==> config.mk <==
export PLATFORM = sky130hd
export DESIGN_NAME = init_sequencer
export DESIGN_NICKNAME = d
export VERILOG_FILES = /design/src/rtl/init_sequencer.sv
export SDC_FILE = /design/constraint.sdc
export NUM_CORES = 1
export LEC_CHECK = 0
export BUFFER_PORTS_ARGS = -buffer_cell sky130_fd_sc_hd__buf_2
export CORE_ASPECT_RATIO = 0.8
export CORE_MARGIN = 1.5
export CORE_UTILIZATION = 48
export CTS_CLUSTER_SIZE = 14
export DETAILED_ROUTE_END_ITERATION = 8
export PLACE_DENSITY = 0.7
export SYNTH_ARGS = -nofsm -noshare
export SYNTH_HDL_FRONTEND = slang
export SYNTH_SLANG_ARGS = --single-unit
==> constraint.sdc <==
create_clock -name Clk -period 3 [get_ports Clk]
set_input_delay 0 -clock Clk [delete_from_list [all_inputs] [get_ports Clk]]
set_output_delay 0 -clock Clk [all_outputs]
set_load 0.02 [all_outputs]
==> src/rtl/init_sequencer.sv <==
// rtl/init_sequencer.sv - power-up settle then NUM_STEPS req/ack config steps with timeout, retry and re-init
// INIT stays high until every step has been acknowledged; it gates the audio datapath.
module init_sequencer #(
  parameter int NUM_STEPS   = 10,
  parameter int IDX_W       = 4,
  parameter int PWR_CYC     = 1000,
  parameter int GAP_CYC     = 16,
  parameter int TIMEOUT_CYC = 50000,
  parameter int MAX_RETRY   = 3
) (
  input  logic             Clk,
  input  logic             Reset,
  input  logic             Start,
  input  logic             Step_Ack,
  input  logic             Step_Err,
  output logic             Step_Req,
  output logic [IDX_W-1:0] Step_Idx,
  output logic             INIT,
  output logic             Init_Done,
  output logic             Init_Fail,
  output logic [1:0]       Retry_Cnt
);

  localparam int CNT_MAX_A = (PWR_CYC > GAP_CYC) ? PWR_CYC : GAP_CYC;
  localparam int CNT_MAX   = (CNT_MAX_A > TIMEOUT_CYC) ? CNT_MAX_A : TIMEOUT_CYC;
  localparam int CNT_W     = (CNT_MAX > 1) ? $clog2(CNT_MAX) : 1;
  localparam int RTY_W     = (MAX_RETRY > 0) ? $clog2(MAX_RETRY + 1) : 1;

  localparam logic [31:0] PWR_L   = PWR_CYC;
  localparam logic [31:0] GAP_L   = GAP_CYC;
  localparam logic [31:0] TO_L    = TIMEOUT_CYC;
  localparam logic [31:0] RETRY_L = MAX_RETRY;

  typedef enum logic [2:0] {
    PWR_WAIT,
    ISSUE,
    WAIT_ACK,
    GAP,
    DONE,
    FAIL
  } state_t;

  state_t             state_q, state_d;
  logic [CNT_W-1:0]   cnt_q, cnt_d;
  logic [IDX_W-1:0]   idx_q, idx_d;
  logic [RTY_W-1:0]   retry_q, retry_d;
  logic               step_req_q, step_req_d;
  logic               init_q, init_d;
  logic               done_q, done_d;
  logic               fail_q, fail_d;
  logic [1:0]         retry_cnt_q, retry_cnt_d;

  logic [31:0]        cnt_next_ext;
  logic               pwr_last, gap_last, to_last, idx_last;

  // Terminal tests use cnt+1 so a parameter of 0 or 1 still leaves the state after one cycle.
  always_comb begin
    cnt_next_ext = 32'(cnt_q) + 32'd1;
    pwr_last     = (cnt_next_ext >= PWR_L);
    gap_last     = (cnt_next_ext >= GAP_L);
    to_last      = (cnt_next_ext >= TO_L);
    idx_last     = (idx_q == IDX_W'(NUM_STEPS - 1));
  end

  always_comb begin
    state_d = state_q;
    cnt_d   = cnt_q;
    idx_d   = idx_q;
    retry_d = retry_q;
    case (state_q)
      PWR_WAIT: begin
        if (pwr_last) begin
          state_d = ISSUE;
          cnt_d   = '0;
        end else begin
          cnt_d = cnt_q + 1'b1;
        end
      end
      ISSUE: begin
        state_d = WAIT_ACK;
        cnt_d   = '0;
      end
      WAIT_ACK: begin
        if (Step_Err || (!Step_Ack && to_last)) begin
          cnt_d = '0;
          if (32'(retry_q) < RETRY_L) begin
            retry_d = retry_q + 1'b1;
            state_d = GAP;
          end else begin
            state_d = FAIL;
          end
        end else if (Step_Ack) begin
          cnt_d   = '0;
          retry_d = '0;
          if (idx_last) begin
            state_d = DONE;
          end else begin
            idx_d   = idx_q + 1'b1;
            state_d = GAP;
          end
        end else begin
          cnt_d = cnt_q + 1'b1;
        end
      end
      GAP: begin
        if (gap_last) begin
          state_d = ISSUE;
          cnt_d   = '0;
        end else begin
          cnt_d = cnt_q + 1'b1;
        end
      end
      DONE, FAIL: begin
        if (Start) begin
          state_d = ISSUE;
          cnt_d   = '0;
          idx_d   = '0;
          retry_d = '0;
        end
      end
      default: begin
        state_d = PWR_WAIT;
        cnt_d   = '0;
      end
    endcase
  end

  // Outputs are decoded from the next state so they switch on the edge that enters it.
  always_comb begin
    step_req_d  = (state_d == ISSUE) || (state_d == WAIT_ACK);
    init_d      = (state_d != DONE);
    done_d      = (state_d == DONE);
    fail_d      = (state_d == FAIL);
    retry_cnt_d = (32'(retry_d) >= 32'd3) ? 2'd3 : 2'(retry_d);
  end

  always_ff @(posedge Clk or negedge Reset) begin
    if (!Reset) begin
      state_q     <= PWR_WAIT;
      cnt_q       <= '0;
      idx_q       <= '0;
      retry_q     <= '0;
      step_req_q  <= 1'b0;
      init_q      <= 1'b1;
      done_q      <= 1'b0;
      fail_q      <= 1'b0;
      retry_cnt_q <= 2'd0;
    end else begin
      state_q     <= state_d;
      cnt_q       <= cnt_d;
      idx_q       <= idx_d;
      retry_q     <= retry_d;
      step_req_q  <= step_req_d;
      init_q      <= init_d;
      done_q      <= done_d;
      fail_q      <= fail_d;
      retry_cnt_q <= retry_cnt_d;
    end
  end

  assign Step_Req  = step_req_q;
  assign Step_Idx  = idx_q;
  assign INIT      = init_q;
  assign Init_Done = done_q;
  assign Init_Fail = fail_q;
  assign Retry_Cnt = retry_cnt_q;

endmodule

---- Word-level counts from Yosys, hierarchy flattened ----
Cells that the tools add are included.
word-level totals
  bits in registers ....................... 31
  input bits .............................. 5
  output and inout port bits .............. 10
  logic and storage cells ................. 66
operators by class
  add/subtract/negate cells ............... 4
  order comparisons ....................... 5
  equality and inequality tests ........... 15
  muxes and demuxes ....................... 25
  reductions and logical operators ........ 8
operators with widths
  kind                                                   number
  two-way mux 16 bit                                     5
  case mux 16 bit (4 select lines)                       1
  two-way mux 3 bit                                      7
  adder 16 x 1 -> 17 bit, second input constant          1
  >= comparator 17 x 10 -> 1 bit, second input constant  1
  >= comparator 17 x 16 -> 1 bit, second input constant  1
  >= comparator 17 x 5 -> 1 bit, second input constant   1
  adder 16 x 1 -> 16 bit, second input constant          1
  two-way mux 4 bit                                      4
  case mux 3 bit (5 select lines)                        1
  equality test 3 bit, second input constant             4
  two-way mux 2 bit                                      5
  equality test 3 x 2 -> 1 bit, second input constant    3
  inequality test 2 bit, second input constant           4
  case mux 4 bit (2 select lines)                        1
  equality test 3 x 1 -> 1 bit, second input constant    2
  AND reduction 5 bit                                    1
  adder 4 x 1 -> 4 bit, second input constant            1
  equality test 4 bit, second input constant             1
  case mux 2 bit (2 select lines)                        1
  zero test 3 bit                                        1
  inequality test 3 bit, second input constant           1
  adder 2 x 1 -> 2 bit, second input constant            1
  >= comparator 2 bit, second input constant             1
  6 further kinds                                        7

---- Logic depth before layout (Yosys ltp) ----
  depth in word-level cells ............... 8
  depth in mapped cells ................... 14
  mapped depth without buffers ............ 11

---- Worst setup path after synthesis ----
Ideal clock, no wire load.
  path type ............................... register to register
  start point ............................. register cnt_q[9]
  end point ............................... register cnt_q[2]
  setup time .............................. 0.064 ns
  data arrival time ....................... 2.986 ns
  required time ........................... 2.936 ns
  path slack .............................. -0.050 ns
  cell stages (with the launch flop) ...... 13
  path buffers ............................ 3
  period minus slack after synthesis ...... 3.050 ns
  path through ............................ dfrtp_1 > buf_2 > nand4_2 > nor4_2 > mux2_2 > and4_1 > o31a_1 > or2_1 > buf_6 > o31a_4 > buf_6 > nor4b_2 > a21o_1
between the ends
  word-level cells in the longest chain between the ends .. 6
  elaborated cells between the ends (all ways) .. 10
  classes of those cells .................. add/sub: 1; order compare: 3; mux: 4; reduce/logical: 2
ends and longest elaborated chain
  element                               line  RTL
  from (decl)                           44    logic [CNT_W-1:0] cnt_q, cnt_d;
  from (signal assigned)                150   cnt_q <= cnt_d;
  adder 16 x 1 -> 17 bit (*)            58    cnt_next_ext = 32'(cnt_q) + 32'd1;
  >= comparator 17 x 16 -> 1 bit        61    to_last = (cnt_next_ext >= TO_L);
  logical AND 1 bit                     84    if (Step_Err || (!Step_Ack && to_last)) begin
  logical OR 1 bit                      84
  two-way mux 16 bit                    84
  case mux 16 bit (4 select lines) (*)  70    case (state_q)
Every way passes the cells marked *; elsewhere a longest branch is shown, timed or not.
A chain may end at the register's enable or synchronous reset.

---- Worst setup path in the final report ----
  start point ............................. register cnt_q[1]
  end point ............................... register cnt_q[7]
between the ends
  word-level cells in the longest chain between the ends .. 6
  elaborated cells between the ends (all ways) .. 12
  classes of those cells .................. add/sub: 2; order compare: 3; mux: 5; reduce/logical: 2
ends and longest elaborated chain
  element                               line
  adder 16 x 1 -> 17 bit                58
  >= comparator 17 x 16 -> 1 bit        61
  logical AND 1 bit                     84
  logical OR 1 bit                      84
  two-way mux 16 bit                    84
  case mux 16 bit (4 select lines) (*)  70
Marked as above.

==> out/summary.txt <==
outcome: finished clean
CP top delay family: compound AO/OA/AOI/OAI gates
H-tree depth: 2
sequential area share after synthesis: 0.3549
CP Cell Sequence: ha_2, buf_6, a21oi_2, o311ai_2, o311ai_1, buf_4, and4_1, o31a_1, or2_4, buf_6, o31ai_4, buf_4, a21oi_1, o21ai_1
Via density: 6.184
area post-placement: 2480 µm²
TritonRoute pass-1 iters: 5
Net Count, Synth: 267
Die H: 63.41 µm
dominant cell by count in the synthesized netlist: dfrtp_1
Crit path required time: 3210 ps
Slew headroom: 0.5391
period utilization: 0.9960
Post-synth EDFFs: 0
Worst Hold Class: input pin to register
Primary FF master, synth: dfrtp_1
crit-path max cell delay: 370 ps
die width: 78.51 µm
via count: 2319
CTS clock-pin slew for the worst setup and hold paths: 70 ps
Setup Skew: 4.135 ps
first-pass GRT wire length: 10280 µm
crit path kind: register to register
CTS Buf Count: 5
Nets: 326
ANT cells: 0
CTS Buffer Depth: 2
ys async rst share: 1.000
Post-Synthesis Cells: 258
gr usage total: 0.2742
area delta synth->final: 31.77%
fillers: 333
synth top area cells: dfrtp_1, o21ai_0, a21oi_1, nand2_1, xnor2_1
Min-Delay Path Depth: 3
Yosys reg bits: 31
syn avg cell area: 8.487 µm²
Placer Congestion: 0.9121
hpwl dp: 4310 µm
initial antenna violation count: 0
Root Buffer Master: clkbuf_8
antenna viol nets, final: 0
PortBufs: 14
Synth area leader: dfrtp_1
setup TNS: 0 ps
layout cells sized above 1: 0.3428
core area: 4283 µm²
clk_lat worst skew: 290 ps
Distinct cells, synth: 60
WHS: 119.6 ps
vias in the first global route: 2032
reg2reg start: cnt_q[1]$_DFFE_PN0P_
crit end category: register
Remaining DRCs: 0
Worst-Margin Slew: 691.3 ps
crit path DAT: 3200 ps
post-route cell area: 2885 µm²
remaining global-route overflow: 0
I/O pin total: 15
WL final: 6656 µm
RSZ-0062 raised after global routing: yes
# clock sinks: 31
Post-Syn Area: 2190 µm²
CTS tree: yes
endpoints failing setup: 0
die footprint: 4978 µm²
row count: 21
Worst Hold Launch: Step_Err
Max VDD drop: 0.3893 mV
WL/cell: 17.75 µm
initial cell density of the core: 0.5112
max-slew violations: 0
largest net degree at the start of global routing: 32
Buf/Inv on CP: 4
crit path max-delay cell type: dfrtp_1
worst reg-to-reg path cell count: 14
reg2reg setup slack: 10 ps
static leakage: 0.001290 µW
critical path fanouts, max: 7
yosys warns: 0
commonest cells in the netlist: dfrtp_1, nand2_1, o21ai_0
Pwr per Cell Area: 705.8 nW/µm²
Yosys top cell area share: 0.3429
FF-to-FF End: cnt_q[7]$_DFFE_PN0P_
post-layout min period: 2988 ps
worst hold endpoint: Retry_Cnt[1]$_DFF_PN0_
fmax: 334.7 MHz
Fin. Hold Viols: 0
nature of the critical path startpoint: register
DRT iter0 DRCs: 288
maxcap violations: 0
## final cells by class
cell class / count / area (µm²) / share of cell area
Clock buffer: 7 / 86.33 / 0.02992
Clock inverter: 1 / 5.005 / 0.001735
Sequential cell: 31 / 782.0 / 0.2710
Tap cell: 57 / 71.32 / 0.02472
Timing Repair Buffer: 69 / 511.7 / 0.1774
Multi-Input combinational cell: 201 / 1395 / 0.4835
Inverter: 9 / 33.78 / 0.01171
## tightest hold or removal path, delay by kind of cell
family / cells / cell delay (ps)
AND/OR/NAND/NOR: 1 / 100
AO/OA/AOI/OAI: 1 / 140
buffers and inverters: 1 / 130
## cell usage in the layout (no fill, tap or decap), types with 3 or more instances in the layout
cell type,instances
buf_4,47
dfrtp_1,26
nand2_1,21
o21ai_0,17
nor2_1,15
buf_2,14
a21oi_1,13
nand3_1,11
inv_1,9
nand4_1,9
nor3_1,8
xnor2_1,7
nor2b_1,7
buf_6,7
o21ai_1,6
clkbuf_8,6
a21oi_2,5
a31oi_1,5
or3_1,5
and3_1,4
nand2b_1,4
a21o_1,4
dfrtp_2,4
o31ai_1,3
and2_1,3
ha_1,3
## how the worst max path moves through the flow
stage                          from               endpoint  slack [ps]  depth (start not counted)
3_5_place_dp   cnt_q[7]$_DFFE_PN0P_   cnt_q[7]$_DFFE_PN0P_          -8                          9
2_1_floorplan  cnt_q[1]$_DFFE_PN0P_   cnt_q[2]$_DFFE_PN0P_          10                         14
5_1_grt        cnt_q[6]$_DFFE_PN0P_  cnt_q[10]$_DFFE_PN0P_        -120                         13
3_3_place_gp   cnt_q[0]$_DFFE_PN0P_   cnt_q[7]$_DFFE_PN0P_          50                         10
6_report       cnt_q[1]$_DFFE_PN0P_   cnt_q[7]$_DFFE_PN0P_          10                         14
4_1_cts        cnt_q[0]$_DFFE_PN0P_   cnt_q[4]$_DFFE_PN0P_         0.9                         11
## layer usage
metal	global-route usage	part of all wire
met1	0.4047	0.45
met2	0.3772	0.43
met3	0.07681	0.10
met4	0.1004	0.019
met5	0	0
## stage by stage
stage / setup WS, ps / std cells / utilization / power, µW
final: 12.01 / 375 / 0.6737 / 2036
after global routing: -124.8 / 375 / 0.6737 / 2171
after CTS: 0.9106 / 361 / 0.6231 / 1839
after detailed placement: -7.643 / 344 / 0.5790 / 1394
after global placement: 52.28 / 344 / 0.5790 / 1380
after floorplan: 12.17 / 258 / - / 1185
## registers in the layout (all words and copies together), names as in the netlist
register,count
cnt_q,16
Step_Idx,4
state_q,3
Retry_Cnt,2
retry_q,2
INIT,1
Init_Done,1
Init_Fail,1
Step_Req,1
## where the power goes
part           internal [µW]  switching (µW)
Combinational            502             574
Sequential               516            95.6
Clock                    185             164
## repair_timing
item,CTS,global route
hold endpoints to repair,30,0
setup endpoints to repair,2,21
buffers inserted,8,13
gates cloned,0,1
hold buffers,1,0
gates resized for setup,9,29
pin swaps,7,21
## kinds of logic after synthesis
group           share of synthesized area
mux                               0.01429
simple gates                       0.2714
buf+inv                           0.06342
xor+xnor                          0.03200
flops                              0.3549
fa+ha+maj                         0.02286
compound gates                     0.2412
No activity file was read; power rests on OpenSTA's default activity.
